==> src/rtl/flt2int.sv <==
// Half-precision float to 16-bit sign-magnitude integer converter.
// Reads the float from data memory, rounds to nearest-even and writes the integer back.
module flt2int #(
    parameter logic [7:0] SRC_ADDR = 8'd2,
    parameter logic [7:0] DST_ADDR = 8'd6
) (
    input  logic       clk,
    input  logic       reset,
    input  logic       req,
    output logic       done,
    output logic [7:0] mem_addr,
    output logic       mem_rd,
    output logic       mem_wr,
    output logic [7:0] mem_wdata,
    input  logic [7:0] mem_rdata,
    output logic [3:0] dbg_state
);

    typedef enum logic [3:0] {
        S_IDLE     = 4'd0,
        S_RD_HI    = 4'd1,
        S_RD_LO    = 4'd2,
        S_CLASSIFY = 4'd3,
        S_SHIFT    = 4'd4,
        S_ROUND    = 4'd5,
        S_WR_HI    = 4'd6,
        S_WR_LO    = 4'd7,
        S_DONE     = 4'd8
    } state_t;

    state_t      r_state;
    state_t      w_next;
    logic [15:0] r_float;
    logic [14:0] r_mag;
    logic        r_guard;
    logic        r_sticky;
    logic        r_left;
    logic [4:0]  r_n;
    logic [15:0] r_result;
    logic        r_done;

    logic [4:0]  w_exp;
    logic [4:0]  w_shamt;
    logic        w_normal;
    logic        w_inc;
    logic [14:0] w_mag_rnd;
    logic        w_sign_out;

    assign w_exp      = r_float[14:10];
    assign w_shamt    = (w_exp > 5'd25) ? (w_exp - 5'd25) : (5'd25 - w_exp);
    assign w_normal   = (w_exp >= 5'd14) && (w_exp <= 5'd29);
    assign w_inc      = r_guard & (r_sticky | r_mag[0]);
    assign w_mag_rnd  = r_mag + {14'd0, w_inc};
    assign w_sign_out = r_float[15] & (|w_mag_rnd);

    assign done      = r_done;
    assign dbg_state = r_state;

    always_ff @(posedge clk or negedge reset) begin
        if (!reset) begin
            r_state <= S_IDLE;
        end else begin
            r_state <= w_next;
        end
    end

    always_comb begin
        w_next = r_state;
        case (r_state)
            S_IDLE:     w_next = req ? S_RD_HI : S_IDLE;
            S_RD_HI:    w_next = S_RD_LO;
            S_RD_LO:    w_next = S_CLASSIFY;
            S_CLASSIFY: w_next = (w_normal && (w_shamt != 5'd0)) ? S_SHIFT : S_ROUND;
            S_SHIFT:    w_next = (r_n == 5'd1) ? S_ROUND : S_SHIFT;
            S_ROUND:    w_next = S_WR_HI;
            S_WR_HI:    w_next = S_WR_LO;
            S_WR_LO:    w_next = S_DONE;
            S_DONE:     w_next = S_IDLE;
            default:    w_next = S_IDLE;
        endcase
    end

    always_comb begin
        mem_addr  = 8'd0;
        mem_rd    = 1'b0;
        mem_wr    = 1'b0;
        mem_wdata = 8'd0;
        case (r_state)
            S_RD_HI: begin
                mem_addr = SRC_ADDR;
                mem_rd   = 1'b1;
            end
            S_RD_LO: begin
                mem_addr = SRC_ADDR + 8'd1;
                mem_rd   = 1'b1;
            end
            S_WR_HI: begin
                mem_addr  = DST_ADDR;
                mem_wr    = 1'b1;
                mem_wdata = r_result[15:8];
            end
            S_WR_LO: begin
                mem_addr  = DST_ADDR + 8'd1;
                mem_wr    = 1'b1;
                mem_wdata = r_result[7:0];
            end
            default: ;
        endcase
    end

    // Right shifts keep one guard bit; everything shifted past it folds into sticky.
    always_ff @(posedge clk or negedge reset) begin
        if (!reset) begin
            r_float  <= 16'd0;
            r_mag    <= 15'd0;
            r_guard  <= 1'b0;
            r_sticky <= 1'b0;
            r_left   <= 1'b0;
            r_n      <= 5'd0;
            r_result <= 16'd0;
            r_done   <= 1'b0;
        end else begin
            if (r_state == S_WR_LO) begin
                r_done <= 1'b1;
            end else if ((r_state == S_IDLE) && req) begin
                r_done <= 1'b0;
            end
            case (r_state)
                S_RD_HI: r_float[15:8] <= mem_rdata;
                S_RD_LO: r_float[7:0]  <= mem_rdata;
                S_CLASSIFY: begin
                    r_guard  <= 1'b0;
                    r_sticky <= 1'b0;
                    r_left   <= 1'b0;
                    r_n      <= 5'd0;
                    if (w_exp <= 5'd13) begin
                        r_mag <= 15'd0;
                    end else if (w_exp >= 5'd30) begin
                        r_mag <= 15'h7FFF;
                    end else begin
                        r_mag  <= {4'd0, 1'b1, r_float[9:0]};
                        r_left <= (w_exp > 5'd25);
                        r_n    <= w_shamt;
                    end
                end
                S_SHIFT: begin
                    if (r_left) begin
                        r_mag <= {r_mag[13:0], 1'b0};
                    end else begin
                        r_mag    <= {1'b0, r_mag[14:1]};
                        r_guard  <= r_mag[0];
                        r_sticky <= r_sticky | r_guard;
                    end
                    r_n <= r_n - 5'd1;
                end
                S_ROUND: r_result <= {w_sign_out, w_mag_rnd};
                default: ;
            endcase
        end
    end

endmodule
==> config.mk <==
export PLATFORM = sky130hd
export DESIGN_NAME = flt2int
export DESIGN_NICKNAME = d
export VERILOG_FILES = /design/src/rtl/flt2int.sv
export SDC_FILE = /design/constraint.sdc
export NUM_CORES = 1
export LEC_CHECK = 0
export CAP_MARGIN = 0
export CORE_ASPECT_RATIO = 1.75
export CORE_MARGIN = 1
export CORE_UTILIZATION = 52
export CTS_CLUSTER_SIZE = 16
export DETAILED_ROUTE_END_ITERATION = 12
export PLACE_DENSITY_LB_ADDON = 0.2
export SYNTH_ARGS = -nofsm -noshare
export SYNTH_HDL_FRONTEND = slang
export SYNTH_SLANG_ARGS = --single-unit
==> constraint.sdc <==
create_clock -name clk -period 2.3 [get_ports clk]
set_input_delay 0.23 -clock clk [delete_from_list [all_inputs] [get_ports clk]]
set_output_delay 0.23 -clock clk [all_outputs]
set_load 0.01 [all_outputs]
Yosys cells after proc, flatten, opt, wreduce, memory -nomap -nowiden
Cells that the tools add are included.
{ "classes": {"n_addsub": 4, "order_cmp": 5, "eq_ne": 9, "n_mux": 24, "n_bitwise": 4, "reduce_logical": 11} }
{ "ops": {"columns": ["op", "n"], "rows": [
  ["$mux 15", 3],
  ["$pmux 4 s8", 1],
  ["$pmux 15 s2", 1],
  ["$eq 4x3->1 const B", 4],
  ["$pmux 8 s2", 1],
  ["$add 15x1->15", 1],
  ["$mux 5", 3],
  ["$reduce_or 15->1", 1],
  ["$pmux 3 s4", 1],
  ["$mux 1", 11],
  ["$pmux 5 s2", 1],
  ["$eq 4x2->1 const B", 2],
  ["$eq 5x1->1 const B", 1],
  ["$ge 5x4->1 const B", 1],
  ["$ge 5x5->1 const B", 1],
  ["$gt 5x5->1 const B", 1],
  ["$le 5x4->1 const B", 1],
  ["$le 5x5->1 const B", 1],
  ["$reduce_bool 5->1", 1],
  ["$sub 5x1->5 const B", 1],
  ["$sub 5x5->5 const A", 1],
  ["$sub 5x5->5 const B", 1],
  ["$eq 4x1->1 const B", 1],
  ["$logic_not 4->1", 1],
  ["other kinds (8)", 15]
]} }
{ "totals": {"register_bits": 60, "in_bits": 11, "output_inout_bits": 23, "word_cells": 67} }

Longest topological paths before layout
Gate-level depths: netlist of run 1.
{ "logic_depth": {"word_depth": 6, "mapped_depth": 9, "mapped_depth_nobuf": 8} }

Worst setup path before layout of run 1
Ideal clock, no wire load.
{ "synth_timing": {"path_type": "register to register", "startpoint": "register r_mag[0]", "endpoint": "register r_result[15]", "setup_time_ns": 0.129, "t_arrival_ns": 2.084, "path_slack_ns": 0.087, "stages_incl_launch_ff": 10, "n_path_buf": 1, "synth_period_minus_slack_ns": 2.213, "cell_sequence": "dfrtp_1 > o21a_1 > ha_1 > ha_1 > buf_2 > and4_1 > nor4_1 > o32ai_1 > nor4b_1 > a21oi_1"} }
{ "synth_between": {"elab_chain_cells": 5} }
{ "synth_rtl": {"columns": ["element", "line_no", "rtl"], "rows": [
  ["start, declared", "34", "logic [14:0] r_mag;"],
  ["start signal, assigned", "141", "r_mag <= {4'd0, 1'b1, r_float[9:0]};"],
  ["start signal, assigned", "148", "r_mag <= {r_mag[13:0], 1'b0};"],
  ["start signal, assigned", "150", "r_mag <= {1'b0, r_mag[14:1]};"],
  ["$or 1x1->1", "52", "assign w_inc = r_guard & (r_sticky | r_mag[0]);"],
  ["$and 1x1->1", "52", null],
  ["$add 15x1->15 (*)", "53", "assign w_mag_rnd = r_mag + {14'd0, w_inc};"],
  ["$reduce_or 15->1 (*)", "54", "assign w_sign_out = r_float[15] & (|w_mag_rnd);"],
  ["$and 1x1->1 (*)", "54", null],
  ["end signal, assigned", "156", "S_ROUND: r_result <= {w_sign_out, w_mag_rnd};"],
  ["end, declared", "39", "logic [15:0] r_result;"]
]} }
Mark *: on every way between the ends. The rest lies on a longest branch, timed or not.
A chain may end at the register's enable or synchronous reset.

Worst setup path after layout of run 1
Ends and elaborated chain as after synthesis.

==> results of run 1 <==
[report_power, final]
part / internal, uW / leakage (uW) / switching [uW] / total [uW]
Clock: 970 / 0.000159 / 460 / 1430
Sequential: 1560 / 0.000737 / 489 / 2050
Combinational: 1450 / 0.000968 / 1600 / 3050
Total: 3980 / 0.00186 / 2550 / 6530
[flip-flops by register name (all words and copies together), names as in the netlist, 4 cells and up]
| signal | count |
|---|---|
| r_mag | 15 |
| r_n | 5 |
| r_result | 16 |
| dbg_state | 4 |
| r_float | 16 |
[per-layer routing]
metal / track usage / up-vias / wire, um / part of all wire
met5: 0 / - / 0 / 0
met4: 0.130 / 0 / 339 / 0.039
met3: 0.0514 / 20 / 191 / 0.022
met2: 0.480 / 61 / 4850 / 0.56
met1: 0.269 / 1401 / 3260 / 0.38
li1: - / 1424 / - / -
[path summary, 6_finish.rpt]
| check | from | to | slack, ns | depth (start not counted) |
|---|---|---|---|---|
| worst max-delay path | r_mag[0] | r_result[15] | 0.10 | 8 |
| worst min-delay path | reset | r_result[0] | 0.05 | 2 |
| worst max register to register | r_mag[0] | r_result[15] | 0.10 | 8 |
| worst min register to register | r_float[8] | r_float[8] | 0.51 | 1 |
| max in group asynchronous | reset | dbg_state[0] | 1.70 | 2 |
| min in group clk | mem_rdata[4] | r_float[12] | 0.48 | 3 |
[cells in the final DEF (no fill, tap or decap), types with 3 or more instances in the layout]
cell type / synthesis / routed
dfrtp_1: 60 / 56
nor2_1: 53 / 52
nand2_1: 30 / 29
a21oi_1: 28 / 28
clkdlybuf4s50_1: 0 / 27
buf_4: 9 / 24
mux2i_1: 21 / 21
mux2_2: 17 / 17
inv_1: 14 / 13
ha_1: 11 / 11
xnor2_1: 9 / 9
o221ai_1: 9 / 9
clkbuf_16: 0 / 9
o21ai_0: 8 / 8
nand3_1: 8 / 8
xor2_1: 7 / 7
nor3_1: 9 / 7
a221o_1: 6 / 6
conb_1: 1 / 5
nand2b_1: 5 / 4
nor3_2: 3 / 4
nand4_1: 4 / 4
nor4_1: 5 / 4
dfrtp_2: 0 / 4
a31oi_1: 3 / 3
and4_1: 3 / 3
clkinv_2: 0 / 3
[worst reg2reg max path, cell delays in order (launching register included)]
cell and delay [ns]:
dfrtp_1 0.37, o21a_1 0.19, ha_1 0.22, ha_1 0.22
and4_1 0.22, nor4_1 0.26, o32ai_1 0.14, nor4b_1 0.34
a21oi_1 0.11
[repair_timing]
action	CTS	global route
endpoints found under the setup margin	11	13
cloned	0	0
setup buffers	0	3
gates resized for setup	3	8
pin swaps	0	1
[cell type report]
cell class                      count  area [um^2]
Tap cell                           84          105
Clock inverter                      5         75.1
Sequential cell                    60         1510
Multi-Input combinational cell    281         1940
Inverter                           14         52.6
Timing Repair Buffer               52          455
Fill cell                         614         2430
Clock buffer                       11          243
[per-stage QoR]
stage               worst slack [ns]  area (um^2)  instances  utilization  hold WS (ns)
finish                         0.101         4380        507        0.643        0.0548
global route                  0.0111         4380        507        0.643         0.126
CTS                           0.0251         4320        504        0.635        0.0904
detailed placement             0.112         4000        488        0.587         0.440
global placement               0.168         4000        488        0.587         0.434
floorplan                     0.0866         3660        390            -       -0.0656
[cells by family (layout without fill, tap and decap cells)]
| kind of cell | Yosys count | in the layout | synth area share |
|---|---|---|---|
| AO/OA/AOI/OAI | 72 | 72 | 0.136 |
| XOR/XNOR | 16 | 16 | 0.0384 |
| adder cells (fa/ha/maj) | 11 | 11 | 0.0377 |
| multiplexers | 38 | 38 | 0.110 |
| buffers and inverters | 49 | 82 | 0.0713 |
| flip-flops | 60 | 60 | 0.411 |
| AND/OR/NAND/NOR | 139 | 139 | 0.194 |
| other | 1 | 5 | 0.00103 |
==> key figures, run 1 <==
Floorplanning
  • Chip height: 113 um
  • Core area: 6810 um^2
  • Die width: 65.3 um
  • Initial Util: 0.536
  • Die area: 7370 um^2
  • Number of core rows: 40
  • # IOs: 34

Clock tree
  • Root Driver: clkbuf_16
  • Cts hold-fix bufs: 0
  • Worst-Skew Late Latency: 0.33 ns
  • Clk slew on worst S/H paths: 0.05 ns
  • CTS tree: yes
  • CTS buffer count: 9
  • Htree depth: 3
  • Clock buffer depth: 2
  • CTS Sinks: 60

Critical path
  • Worst Path Buf+Inv: 0
  • Critical path arrival: 2.40 ns
  • Critical path capture point type: flip-flop
  • Max Fanout on Critical Path: 4
  • Cell chain of the critical path: o21a_1 > ha_1 > ha_1 > and4_1 > nor4_1 > o32ai_1 > nor4b_1 > a21oi_1
  • Slowest cell on crit path: dfrtp_1
  • CP Class: flip-flop to flip-flop
  • Most frequent CP cell: ha_1
  • Worst EP required: 2.51 ns
  • CP top delay family: simple AND/OR/NAND/NOR gates
  • Crit path launch type: flip-flop
  • Slowest stage delay, CP: 0.37 ns

STA
  • Worst Skew: 0.00639 ns
  • Worst Tran Pin Value: 0.773 ns
  • RSZ-0062 raised after global routing: false
  • Final Hold Fails: 0
  • Fin. max-slew vios: 0
  • Setup TNS Final: 0 ns
  • Rel. slew slack: 0.485
  • Post-layout min period: 2.20 ns
  • F_max: 455 MHz
  • Final setup violation count: 0
  • Post-route clock period utilization: 0.956

Power and ir drop
  • Leak Pwr: 0.00186 uW
  • Power per cell area: 1490 nW/um^2
  • Total power: 6530 uW
  • Worst VDD drop: 0.736 mV

Synth
  • Synthesized cell area: 3650 um^2
  • Synth Instances: 386
  • Synth top area cells: dfrtp_1 41%, mux2i_1 5.8%, nor2_1 5.5%, mux2_2 5.2%, a21oi_1 3.8%
  • Post-synth top cells: 60 x dfrtp_1, 53 x nor2_1, 30 x nand2_1
  • Yosys top cell by area: dfrtp_1
  • Post-synthesis sequential area ratio: 0.411
  • Yosys Warn Count: 0
  • Netlist cell types: 61
  • Async SR Flop Fraction: 1.00
  • Main flop type after synthesis: dfrtp_1
  • Yosys reg bits: 60
  • Post-synth top area share: 0.411
  • Synth Area per Inst: 9.46 um^2
  • Number of synthesized flops with an enable pin: 0
  • Count leader, synth: dfrtp_1

Detailed routing
  • Drt initial violations: 104
  • Remaining antenna violation count after routing: 0
  • DRC Markers: 0
  • Drt wl/cell: 17.1 um
  • WL final: 8.65 mm
  • Via count: 2906
  • DR pass1 iterations: 6
  • Detail-routed via count per cell: 5.73

Run
  • Max_cap viols: 0

Global routing
  • First-pass GRT wire length: 14.3 mm
  • Initial antenna violation count: 0
  • Largest net degree at the start of global routing: 61
  • Vias in the first global route: 2979
  • Remaining global-route overflow: 0
  • GRT Resource Usage Total: 0.260

Placement
  • PortBufs: 28
  • GPL Wtd Cong: 0.930
  • Post-DP HPWL: 6.40 mm

Finish
  • Area growth syn-to-layout: 19.9%
  • Layout cells sized above 1: 0.194
  • Nets@finish: 440
  • Diodes inserted: 0

Status
  • Status: complete, no violations

Min path
  • Hold Crit Class: input pin to async pin
(Power assumes the default switching activity.)
==> run 2: changes to the inputs <==
Settings changed: ABC_AREA set to 1, ABC_CLOCK_PERIOD_IN_PS set to 2300, CORE_MARGIN 1 to unset.
==> run 2 against run 1 <==
- sequential cell count is the same
- count of clock-buffer cells in the layout is 1 higher
- die area is 2.9% lower
- design area decreased by 2.5%
- critical path depth down 3
- hold slack better by 0.32 ns
- clock power rose by 9.8%
- critical endpoint is now mem_addr[0]
==> key figures, run 2 <==
Status
  • Status: complete, no violations

STA
  • Hold slack: 0.378 ns
  • Worst Skew: 0.00633 ns
  • Rel. slew slack: 0.436
  • Fin. max-slew vios: 0
  • Final setup violation count: 0
  • Setup TNS Final: 0 ns
  • Post-layout min period: 2.19 ns
  • Worst Tran Pin Value: 0.842 ns
  • Post-route clock period utilization: 0.950
  • F_max: 458 MHz
  • Final Hold Fails: 0
  • Worst Setup Slack, final: 0.115 ns
  • RSZ-0062 raised after global routing: false

Synth
  • Synthesized cell area: 3540 um^2
  • Main flop type after synthesis: dfrtp_1
  • Post-synthesis sequential area ratio: 0.424
  • Netlist cell types: 34
  • Synth Instances: 469
  • Yosys top cell by area: dfrtp_1
  • Count leader, synth: nand2_1
  • Number of synthesized flops with an enable pin: 0
  • Synth Area per Inst: 7.55 um^2
  • Yosys Warn Count: 0
  • Post-synth top area share: 0.424
  • Synth top area cells: dfrtp_1 42%, nand2_1 13%, o21ai_0 7.3%, inv_1 5.9%, nor2_1 4.5%
  • Yosys reg bits: 60
  • Post-synth top cells: 124 x nand2_1, 60 x dfrtp_1, 56 x inv_1
  • Async SR Flop Fraction: 1.00

Min path
  • Hold Crit Class: input pin to async pin

Detailed routing
  • Via count: 3174
  • DR pass1 iterations: 4
  • Drt wl/cell: 14.5 um
  • DRC Markers: 0
  • WL final: 8.50 mm
  • Remaining antenna violation count after routing: 0
  • Detail-routed via count per cell: 5.40
  • Drt initial violations: 261

Clock tree
  • CTS Sinks: 60
  • CTS tree: yes
  • Root Driver: clkbuf_16
  • CTS buffer count: 9
  • Worst-Skew Late Latency: 0.33 ns
  • Clock buffer depth: 2
  • Clk slew on worst S/H paths: 0.05 ns
  • Htree depth: 3

Floorplanning
  • Chip height: 111 um
  • Die area: 7160 um^2
  • Initial Util: 0.542
  • Core area: 6540 um^2
  • # IOs: 34
  • Number of core rows: 39
  • Die width: 64.4 um

Finish
  • Area growth syn-to-layout: 20.4%
  • Leading cell type in the layout, fill and taps excluded: nand2_1
  • Diodes inserted: 0
  • Nets@finish: 523
  • Regs by FF count: r_float: 16 flops, r_result: 16 flops, r_mag: 15 flops
  • Most frequent cells in the layout: 124 x nand2_1, 60 x dfrtp_1, 56 x inv_1
  • Layout cells sized above 1: 0.0830

Global routing
  • GRT met2 Usage: 0.468
  • GRT Resource Usage Total: 0.271
  • Global Route met3 Usage: 0.0525
  • Most used routing layer: met2
  • First-pass GRT wire length: 14.8 mm
  • Largest net degree at the start of global routing: 35
  • M1 GR Usage: 0.304
  • Remaining global-route overflow: 0
  • Initial antenna violation count: 0
  • Vias in the first global route: 3112

Power and ir drop
  • Sw Share: 0.408
  • Sequential power share: 0.319
  • Sw Pwr: 2550 uW
  • Logic pwr share: 0.430
  • Power per cell area: 1470 nW/um^2
  • Clock power frac: 0.251
  • Internal power: 3710 uW
  • Leak Pwr: 0.00202 uW
  • Worst VDD drop: 0.895 mV

Critical path
  • CP Class: flip-flop to primary output
  • Max Fanout on Critical Path: 17
  • Crit path launch type: flip-flop
  • Critical path arrival: 1.96 ns
  • Critical path capture point type: primary output
  • Worst EP required: 2.07 ns

Placement
  • PortBufs: 28
  • GPL Wtd Cong: 0.957
  • Dpl ws: 0.170 ns
  • Post-DP HPWL: 6.47 mm

Run
  • Max_cap viols: 0
-- run 2: kinds of logic (layout without fill, tap and decap cells) --
logic type                 count (synthesis)  after routing  share of synthesized area
and+or+nand+nor                          214            214                      0.256
AOI/OAI and AO/OA                         98             98                      0.170
buffers and inverters                     80            113                     0.0982
xor gates and xnor gates                   5              5                     0.0124
DFF                                       60             60                      0.424
adders and majority gates                 11             11                     0.0389
other                                      1              5                    0.00106
-- run 2: power by group through the flow --
stage	sequential, uW	combinational [uW]	clock (uW)
final	2000	2690	1570
after global routing	2060	3080	1630
after CTS	1980	2700	1590
after detailed placement	2000	2670	0
after global placement	1980	2620	0
after floorplan	1830	1980	0
-- run 2: metal layers --
metal / wire length, um / vias up
met3: 315 / 27
met5: 0 / -
met1: 3320 / 1478
met2: 4510 / 77
li1: - / 1592
met4: 349 / 0
-- run 2: final cells by class --
type,count,area [um^2]
Fill cell,594,2270
Inverter,58,218
Sequential cell,60,1500
Clock inverter,4,95.1
Clock buffer,12,256
Multi-Input combinational cell,333,1720
Timing Repair Buffer,39,368
Tap cell,82,103
-- run 2: stage by stage --
stage | power (uW) | utilization | instances | cell area (um^2)
after floorplan | 3810 | - | 473 | 3560
after global placement | 4600 | 0.592 | 570 | 3870
after CTS | 6260 | 0.648 | 587 | 4230
final | 6260 | 0.652 | 588 | 4260
after detailed placement | 4670 | 0.592 | 570 | 3870
after global routing | 6770 | 0.652 | 588 | 4260
-- run 2: repair_timing --
action | 4_1_cts | 5_1_grt
endpoints found under the setup margin | 0 | 5
endpoints found under the hold margin | 18 | 0
setup buffers | 0 | 1
hold buffers | 1 | 0
resized for setup | 0 | 7
-- run 2: final timing paths --
kind / from / end / slack [ns] / depth (start not counted)
min in group clk: mem_rdata[5] / r_float[5] / 0.48 / 3
setup / recovery: dbg_state[3] / mem_addr[0] / 0.11 / 5
max in group asynchronous: reset / r_result[11] / 1.24 / 3
hold / removal: reset / r_result[15] / 0.38 / 2
setup reg to reg: r_mag[0] / r_result[15] / 0.21 / 14
hold reg to reg: r_float[4] / r_float[4] / 0.48 / 2
-- run 2: critical path, cell delays in order, from the launching register on --
cell	delay [ns]
dfrtp_1	0.43
nor2_1	0.24
nand2_2	0.09
buf_4	0.20
nand2_1	0.12
clkdlybuf4s50_1	0.54
==> run 3: changes to the inputs <==
Settings changed: CORE_UTILIZATION 52 to 33.
==> run 3 against run 2 <==
- via count decreased by 1.5%
- critical endpoint is now mem_wdata[5]
- sequential cell count unchanged
- final cell count increased by 7.7%
- power decreased by 1.5%
- hold slack improved by 0.043 ns
- routed wire length increased by 7.8%
==> key figures, run 3 (synthesis gave the netlist of run 2 again) <==
Critical path
  • Cell chain of the critical path: nor2_2 > inv_1 > nor2_4 > buf_4 > a32o_1 > clkdlybuf4s50_1
  • Worst Path Buf+Inv: 3
  • CP Class: flip-flop to primary output
  • Slowest stage delay, CP: 0.53 ns
  • CP top delay family: buffers and inverters
  • Worst EP required: 2.07 ns
  • Critical path capture point type: primary output
  • Critical path arrival: 1.94 ns
  • Setup slack, reg-to-reg: 0.27 ns
  • Max Fanout on Critical Path: 5
  • Slowest cell on crit path: clkdlybuf4s50_1
  • Crit path launch type: flip-flop

Placement
  • Post-DP HPWL: 6.90 mm
  • GPL Wtd Cong: 0.855
  • PortBufs: 28
  • Dpl ws: 0.257 ns
  • Placement Cell Area: 3930 um^2

Clock tree
  • Clk slew on worst S/H paths: 0.06 ns
  • CTS tree: yes
  • Clock buffer depth: 2
  • CTS buffer count: 9
  • Worst-Skew Late Latency: 0.33 ns
  • Htree depth: 3
  • CTS Sinks: 60
  • Root Driver: clkbuf_16

Finish
  • Leading cell type in the layout, fill and taps excluded: nand2_1
  • Regs by FF count: r_float: 16 flops, r_result: 16 flops, r_mag: 15 flops
  • Layout cells sized above 1: 0.0830
  • Most frequent cells in the layout: 124 x nand2_1, 60 x dfrtp_1, 55 x inv_1
  • Final Util: 0.414
  • Nets@finish: 523
  • Diodes inserted: 0
  • Area growth syn-to-layout: 21.2%
  • Final Cell Area: 4290 um^2

Detailed routing
  • Via count: 3125
  • Drt wl/cell: 14.5 um
  • Remaining antenna violation count after routing: 0
  • DR pass1 iterations: 5
  • Detail-routed via count per cell: 4.94
  • Drt initial violations: 165
  • DRC Markers: 0
  • WL final: 9.16 mm

STA
  • Worst Tran Pin Value: 0.825 ns
  • Final Hold Fails: 0
  • Worst Skew: 0.00571 ns
  • Fin. max-slew vios: 0
  • Worst Setup Slack, final: 0.135 ns
  • Post-layout min period: 2.17 ns
  • Rel. slew slack: 0.448
  • F_max: 462 MHz
  • RSZ-0062 raised after global routing: false
  • Final setup violation count: 0
  • Post-route clock period utilization: 0.941
  • Setup TNS Final: 0 ns

Global routing
  • GRT met2 Usage: 0.323
  • Global Route met3 Usage: 0.0362
  • GRT Resource Usage Total: 0.179
  • Most used routing layer: met2
  • Remaining global-route overflow: 0
  • First-pass GRT wire length: 15.0 mm
  • M1 GR Usage: 0.190
  • Initial antenna violation count: 0
  • Largest net degree at the start of global routing: 61
  • Vias in the first global route: 3082

Floorplanning
  • Number of core rows: 49
  • # IOs: 34
  • Initial Util: 0.342
  • Die area: 11200 um^2
  • Core area: 10400 um^2
  • Chip height: 139 um
  • Die width: 80.3 um

Power and ir drop
  • Power per cell area: 1440 nW/um^2
  • Worst VDD drop: 0.450 mV
  • Leak Pwr: 0.00198 uW
  • Total power: 6170 uW

Min path
  • Hold Crit Class: input pin to async pin

Run
  • Max_cap viols: 0

Status
  • Status: complete, no violations
run 3: layout make-up:
| class | count | area (um^2) |
|---|---|---|
| Fill cell | 1104 | 6070 |
| Inverter | 58 | 218 |
| Sequential cell | 60 | 1500 |
| Clock inverter | 6 | 87.6 |
| Multi-Input combinational cell | 333 | 1710 |
| Timing Repair Buffer | 39 | 378 |
| Tap cell | 127 | 159 |
| Clock buffer | 10 | 239 |
run 3: routing by layer:
layer,part of all wire,vias up
met3,0.032,19
met2,0.55,70
met1,0.38,1448
met5,0,-
met4,0.029,0
li1,-,1588
run 3: per-stage QoR:
stage / cells / hold WS (ns)
6_report: 633 / 0.421
5_1_grt: 633 / 0.466
4_1_cts: 633 / 0.446
3_5_place_dp: 614 / 0.268
3_3_place_gp: 614 / 0.268
2_1_floorplan: 473 / -0.0656
run 3: worst paths after layout:
path | startpoint | endpoint | cells past startpoint
worst max-delay path | dbg_state[3] | mem_wdata[5] | 6
worst min-delay path | reset | r_float[4] | 3
worst max register to register | r_mag[0] | r_result[15] | 14
worst min register to register | r_float[2] | r_float[2] | 2
max in group asynchronous | reset | r_mag[10] | 3
min in group clk | mem_rdata[1] | r_float[1] | 3
run 3: where the power goes:
part	internal, uW	switching [uW]
clock	975	512
combinational	1070	1620
sequential	1530	462
total	3570	2590
run 3: worst reg2reg max path, delay by kind of cell (launching register included):
kind / cells / cell delay, ns
AOI/OAI and AO/OA: 1 / 0.14
and+or+nand+nor: 11 / 0.96
adders and majority gates: 2 / 0.44
DFF: 1 / 0.37
run 3: repair_timing:
item	in CTS	in global routing
pin swaps	1	0
setup endpoints to repair	4	7
buffers inserted	2	0
endpoints found under the hold margin	60	0
gates resized for setup	1	3
hold buffers	1	0
==> RTL change 1 (config.mk and constraints of run 1) <==
Make the reset (`reset`) synchronous in 2 clocked blocks.
--- a/src/rtl/flt2int.sv
+++ b/src/rtl/flt2int.sv
@@ -57,5 +57,5 @@
     assign dbg_state = r_state;
 
-    always_ff @(posedge clk or negedge reset) begin
+    always_ff @(posedge clk) begin
         if (!reset) begin
             r_state <= S_IDLE;
@@ -110,5 +110,5 @@
 
     // Right shifts keep one guard bit; everything shifted past it folds into sticky.
-    always_ff @(posedge clk or negedge reset) begin
+    always_ff @(posedge clk) begin
         if (!reset) begin
             r_float  <= 16'd0;
Behaviour: differs if reset is asserted again (counterexample within 4 cycles, from zero or initial values and one cycle with reset low); with reset held inactive, the same outputs for 10 cycles.
==> RTL change 1 against run 1 <==
- clock skew is 0.0011 ns higher
- maximum frequency is 0.16% lower
- final area is 4.9% lower
- sequential cell count stayed put
- routed wire length is 2.2% higher
- area after synthesis is 4.1% lower
- largest cell class unchanged
- setup slack worse by 0.0036 ns
Power is not compared: it rests on default switching activity, and its combinational part moved more than twofold at a synthesized area within 25%.
==> RTL change 1: results (changes against run 1) <==
Parameter                              Value

Run status
  Status    complete, no violations

Global route
  Met2 GRT Util    50.8% (+2.8 points)
  First-pass GRT wire length    15.1 mm (+6.0%)
  Met1 demand-to-capacity share in global routing    27.9% (+1.1 points)
  Maximum number of pins on one net before global-route repair    30 (-51%)

Yosys
  Synth unique cells    58 (-4.9%)
  Prevailing post-synth register cell    sky130_fd_sc_hd__dfxtp_1
  Sequential share of the synthesized area    34.3% (-6.8 points)
  Cells after synthesis    440 (+14%)
  Proportion of synthesized area in mux cells    7.26% (-3.7 points)
  Cell types with the largest area share after synthesis    sky130_fd_sc_hd__dfxtp_1 34%, sky130_fd_sc_hd__nand2_1 6.1%, sky130_fd_sc_hd__a21oi_1 5.9%
  Share of synthesized registers carrying an async set or reset    0% (-100 points)
  Area fraction in compound gates after synthesis    20.6% (+6.9 points)
  Adder-cell share of the synthesized area    3.93% (+0.16 points)

Route
  Wire length reported by the detailed router    8.83 mm (+2.2%)
  Wire length on met3    232 um (+21%)
  Post-Route M1 WL    3.40 mm (+4.3%)
  Number of iterations in the first detailed-routing pass    4 (-2)

Setup path
  Arrival time of the worst setup path    1.97 ns (-0.43 ns)
  Critical Path Fanout Max    10 (+6)
  Critical register-to-register path endpoint    r_result[15]
  Setup crit start    dbg_state[1]
  Max incr delay on CP    0.55 ns (+0.18 ns)

Final layout
  Non-filler instance count after layout    549 (+8.3%)
  Layout fillers    603 (-1.8%)
  Final core utilization    64.1% (-0.18 points)
  Final #Nets    484 (+10%)
  Non-clock inverter count in the final layout    10 (-4)
  Count of multi-input combinational gates    331 (+18%)
  Non-Clock Buffer Count    50 (-3.8%)
  Fraction of area in multi-input gates    49.8% (+5.5 points)
  FF+latch area    1200 um2 (-20%)

Min path
  Worst min-delay path category    flop to flop

Placed design
  RePlAce Congestion    0.914 (-1.7%)
  Pre-CTS setup slack    0.0959 ns (-0.0164 ns)
  Detailed Place HPWL    6.58 mm (+2.9%)

STA
  Tightest hold margin    0.453 ns (+0.398 ns)
  Setup skew after layout    0.00749 ns (+0.00110 ns)
-- RTL change 1: cell types whose count changed after synthesis, moves of 7 or more --
| cell | before | now |
|---|---|---|
| sky130_fd_sc_hd__a21oi_1 | 28 | 41 |
| sky130_fd_sc_hd__nor2_1 | 53 | 46 |
| sky130_fd_sc_hd__dfrtp_1 | 60 | 0 |
| sky130_fd_sc_hd__dfxtp_1 | 0 | 60 |
| sky130_fd_sc_hd__o211ai_1 | 1 | 9 |
| sky130_fd_sc_hd__mux2i_1 | 21 | 13 |
| sky130_fd_sc_hd__clkbuf_1 | 4 | 17 |
| sky130_fd_sc_hd__o221ai_1 | 9 | 0 |
| sky130_fd_sc_hd__a31oi_1 | 3 | 10 |
| sky130_fd_sc_hd__a211oi_1 | 1 | 14 |
| sky130_fd_sc_hd__o21ai_0 | 8 | 15 |
| sky130_fd_sc_hd__nand2_1 | 30 | 57 |
-- RTL change 1: what timing repair did --
item                       CTS  global route
pin swaps                    0             1
hold endpoints to repair     0             0
resized for setup            1             5
setup endpoints to repair    1            15
==> RTL change 2 (flow settings as in run 1) <==
Without the edit above. Register the inputs `req` and `mem_rdata` before use, without a reset. The logic sees them one clock later.
--- a/src/rtl/flt2int.sv
+++ b/src/rtl/flt2int.sv
@@ -28,4 +28,12 @@
         S_DONE     = 4'd8
     } state_t;
+
+    logic req_q;
+    logic [7:0] mem_rdata_q;
+
+    always_ff @(posedge clk) begin
+        req_q       <= req;
+        mem_rdata_q <= mem_rdata;
+    end
 
     state_t      r_state;
@@ -68,5 +76,5 @@
         w_next = r_state;
         case (r_state)
-            S_IDLE:     w_next = req ? S_RD_HI : S_IDLE;
+            S_IDLE:     w_next = req_q ? S_RD_HI : S_IDLE;
             S_RD_HI:    w_next = S_RD_LO;
             S_RD_LO:    w_next = S_CLASSIFY;
@@ -123,10 +131,10 @@
             if (r_state == S_WR_LO) begin
                 r_done <= 1'b1;
-            end else if ((r_state == S_IDLE) && req) begin
+            end else if ((r_state == S_IDLE) && req_q) begin
                 r_done <= 1'b0;
             end
             case (r_state)
-                S_RD_HI: r_float[15:8] <= mem_rdata;
-                S_RD_LO: r_float[7:0]  <= mem_rdata;
+                S_RD_HI: r_float[15:8] <= mem_rdata_q;
+                S_RD_LO: r_float[7:0]  <= mem_rdata_q;
                 S_CLASSIFY: begin
                     r_guard  <= 1'b0;
Behaviour: not the same (a bounded check fails within 4 cycles, from zero or initial values and one cycle with reset low).
==> RTL change 2 against run 1 <==
- power rose by 9.4%
- sequential cell count rose by 9
- final cell count rose by 6.7%
- highest routed layer unchanged
- final area rose by 5.7%
- routed wire length rose by 4.4%
- setup slack got worse by 0.014 ns
- count of clock-buffer cells in the layout fell by 1
- worst hold slack improved by 0.28 ns
- critical path depth fell by 3
- combinational power rose by 6.9%
- area after synthesis rose by 5.5%
- largest cell class unchanged
==> RTL change 2: results (changes against run 1) <==
Parameter                              Value

Run status
  Status    complete, no violations

Setup path
  Critical Path Fanout Max    10 (+6)
  Setup slack on the worst flop-to-flop path    0.13 ns (+0.03 ns)
  Worst reg2reg path depth    8 (unchanged)
  Arrival time of the worst setup path    1.98 ns (-0.42 ns)
  Startpoint of the worst register-to-register path    r_mag[0]

Route
  Drt first-iter violations    148 (+42%)
  Drt wl/cell    16.7 um (-2.2%)
  Via-to-Cell Ratio    5.86 (+2.2%)
  Number of iterations in the first detailed-routing pass    4 (-2)

Power
  Worst vdd rail ir drop    0.783 mV (+6.4%)
  Leakage Power    1.95 nW (+4.4%)

STA
  Max-slew headroom    53.1% (+4.6 points)
  Tightest hold margin    0.330 ns (+0.275 ns)
  Setup skew after layout    0.00429 ns (-0.00210 ns)
  Max-slew violations    0 (unchanged)

Yosys
  Cell types with the largest area share after synthesis    sky130_fd_sc_hd__dfrtp_1 39%, sky130_fd_sc_hd__mux2_2 6.1%, sky130_fd_sc_hd__nor2_1 5.0%
  Commonest cells post-synth    60 x sky130_fd_sc_hd__dfrtp_1, 51 x sky130_fd_sc_hd__nor2_1, 34 x sky130_fd_sc_hd__nand2_1, 33 x sky130_fd_sc_hd__a21oi_1, 26 x sky130_fd_sc_hd__o21ai_0
  Number of warnings reported in the yosys synthesis log    0 (unchanged)
  Share of synthesized registers carrying an async set or reset    87.0% (-13 points)
  Cells after synthesis    417 (+8.0%)
  Sequential share of the synthesized area    43.7% (+2.5 points)
  Synth unique cells    55 (-9.8%)
  Number of enable-type register cells in the synthesized netlist    0 (unchanged)

Final layout
  Final #Nets    472 (+7.3%)
  Non-filler instance count after layout    541 (+6.7%)
  Share of final-layout standard cells stronger than drive strength 1    17.1% (-2.2 points)

Global route
  All-layer global routing usage    25.5% (-0.51 points)
  First-pass GRT wire length    14.6 mm (+2.5%)
  Maximum number of pins on one net before global-route repair    26 (-57%)
  Vias in the first global route    3101 (+4.1%)

Placed design
  RePlAce Congestion    0.920 (-1.1%)
  Detailed Place HPWL    6.59 mm (+3.1%)
  Total placed instance area    4250 um2 (+6.4%)
  PortBufs    28 (unchanged)
  Count of placed standard cells including taps    523 (+7.2%)

Clocking
  Clock network latency to the later pin of the worst-skew pair    about 0.34 ns
  Postcts setup bufs    0 (unchanged)
  Maximum buffer depth of the clock tree    2 (unchanged)
## RTL change 2: metal layers
layer / track usage (%) / share of wire, % / up-vias
met5: 0 / 0 / -
met4: 12.5 / 3.4 / 0
met3: 6.00 / 2.7 / 27
met2: 47.1 / 56 / 66
met1: 25.8 / 38 / 1537
li1: - / - / 1540
## RTL change 2: kinds of logic after synthesis
logic type	Yosys count	share of synthesized area, %
AOI/OAI and AO/OA	102	16.5
xor gates and xnor gates	16	3.64
adders and majority gates	11	3.57
buffers and inverters	43	5.17
DFF	69	43.7
muxes	33	9.26
other	1	0.0974
and+or+nand+nor	142	18.1
## RTL change 2: stage by stage
step | setup slack [ns] | power, mW
floorplan | 0.234 | 4.48
global placement | 0.154 | 5.46
detailed placement | 0.0815 | 5.56
CTS | 0.0187 | 7.13
global route | 0.000450 | 7.65
finish | 0.0867 | 7.14
## RTL change 2: worst max path at each step
| stage | start | end | slack [ns] | cells after the start |
|---|---|---|---|---|
| final | dbg_state[1] | mem_addr[1] | 0.09 | 5 |
| after global routing | dbg_state[1] | mem_addr[1] | 0.0005 | 5 |
| after CTS | dbg_state[1] | mem_addr[1] | 0.02 | 5 |
| after detailed placement | r_mag[0] | r_result[15] | 0.08 | 8 |
| after global placement | r_mag[0] | r_result[15] | 0.15 | 8 |
| after floorplan | r_mag[0] | r_result[15] | 0.23 | 8 |
## RTL change 2: area by class of cell
class | instances | area [um2]
inverter | 8 | 30.0
timing repair buffer | 52 | 458
clock inverter | 6 | 93.8
sequential | 69 | 1690
multi-input combinational | 310 | 2010
tap | 86 | 108
clock buffer | 10 | 239
fill | 633 | 2560
## RTL change 2: repair_timing
action	in CTS	in global routing
hold buffers	1	0
hold endpoints to repair	13	0
pin swaps	0	3
resized for setup	2	6
cloned	0	1
endpoints found under the setup margin	6	13
## RTL change 2: power by group
part	total (mW)	switching (mW)	internal (mW)
logic	3.26	1.70	1.56
registers	2.36	0.613	1.74
clock network	1.52	0.533	0.987
## RTL change 2: worst max-delay path, stage by stage (launching register included)
cell and delay [ns]:
sky130_fd_sc_hd__dfrtp_2 0.46, sky130_fd_sc_hd__nand2b_1 0.20, sky130_fd_sc_hd__nor3_2 0.06, sky130_fd_sc_hd__or2_2 0.30, sky130_fd_sc_hd__nand2b_1 0.14, sky130_fd_sc_hd__clkdlybuf4s50_1 0.48
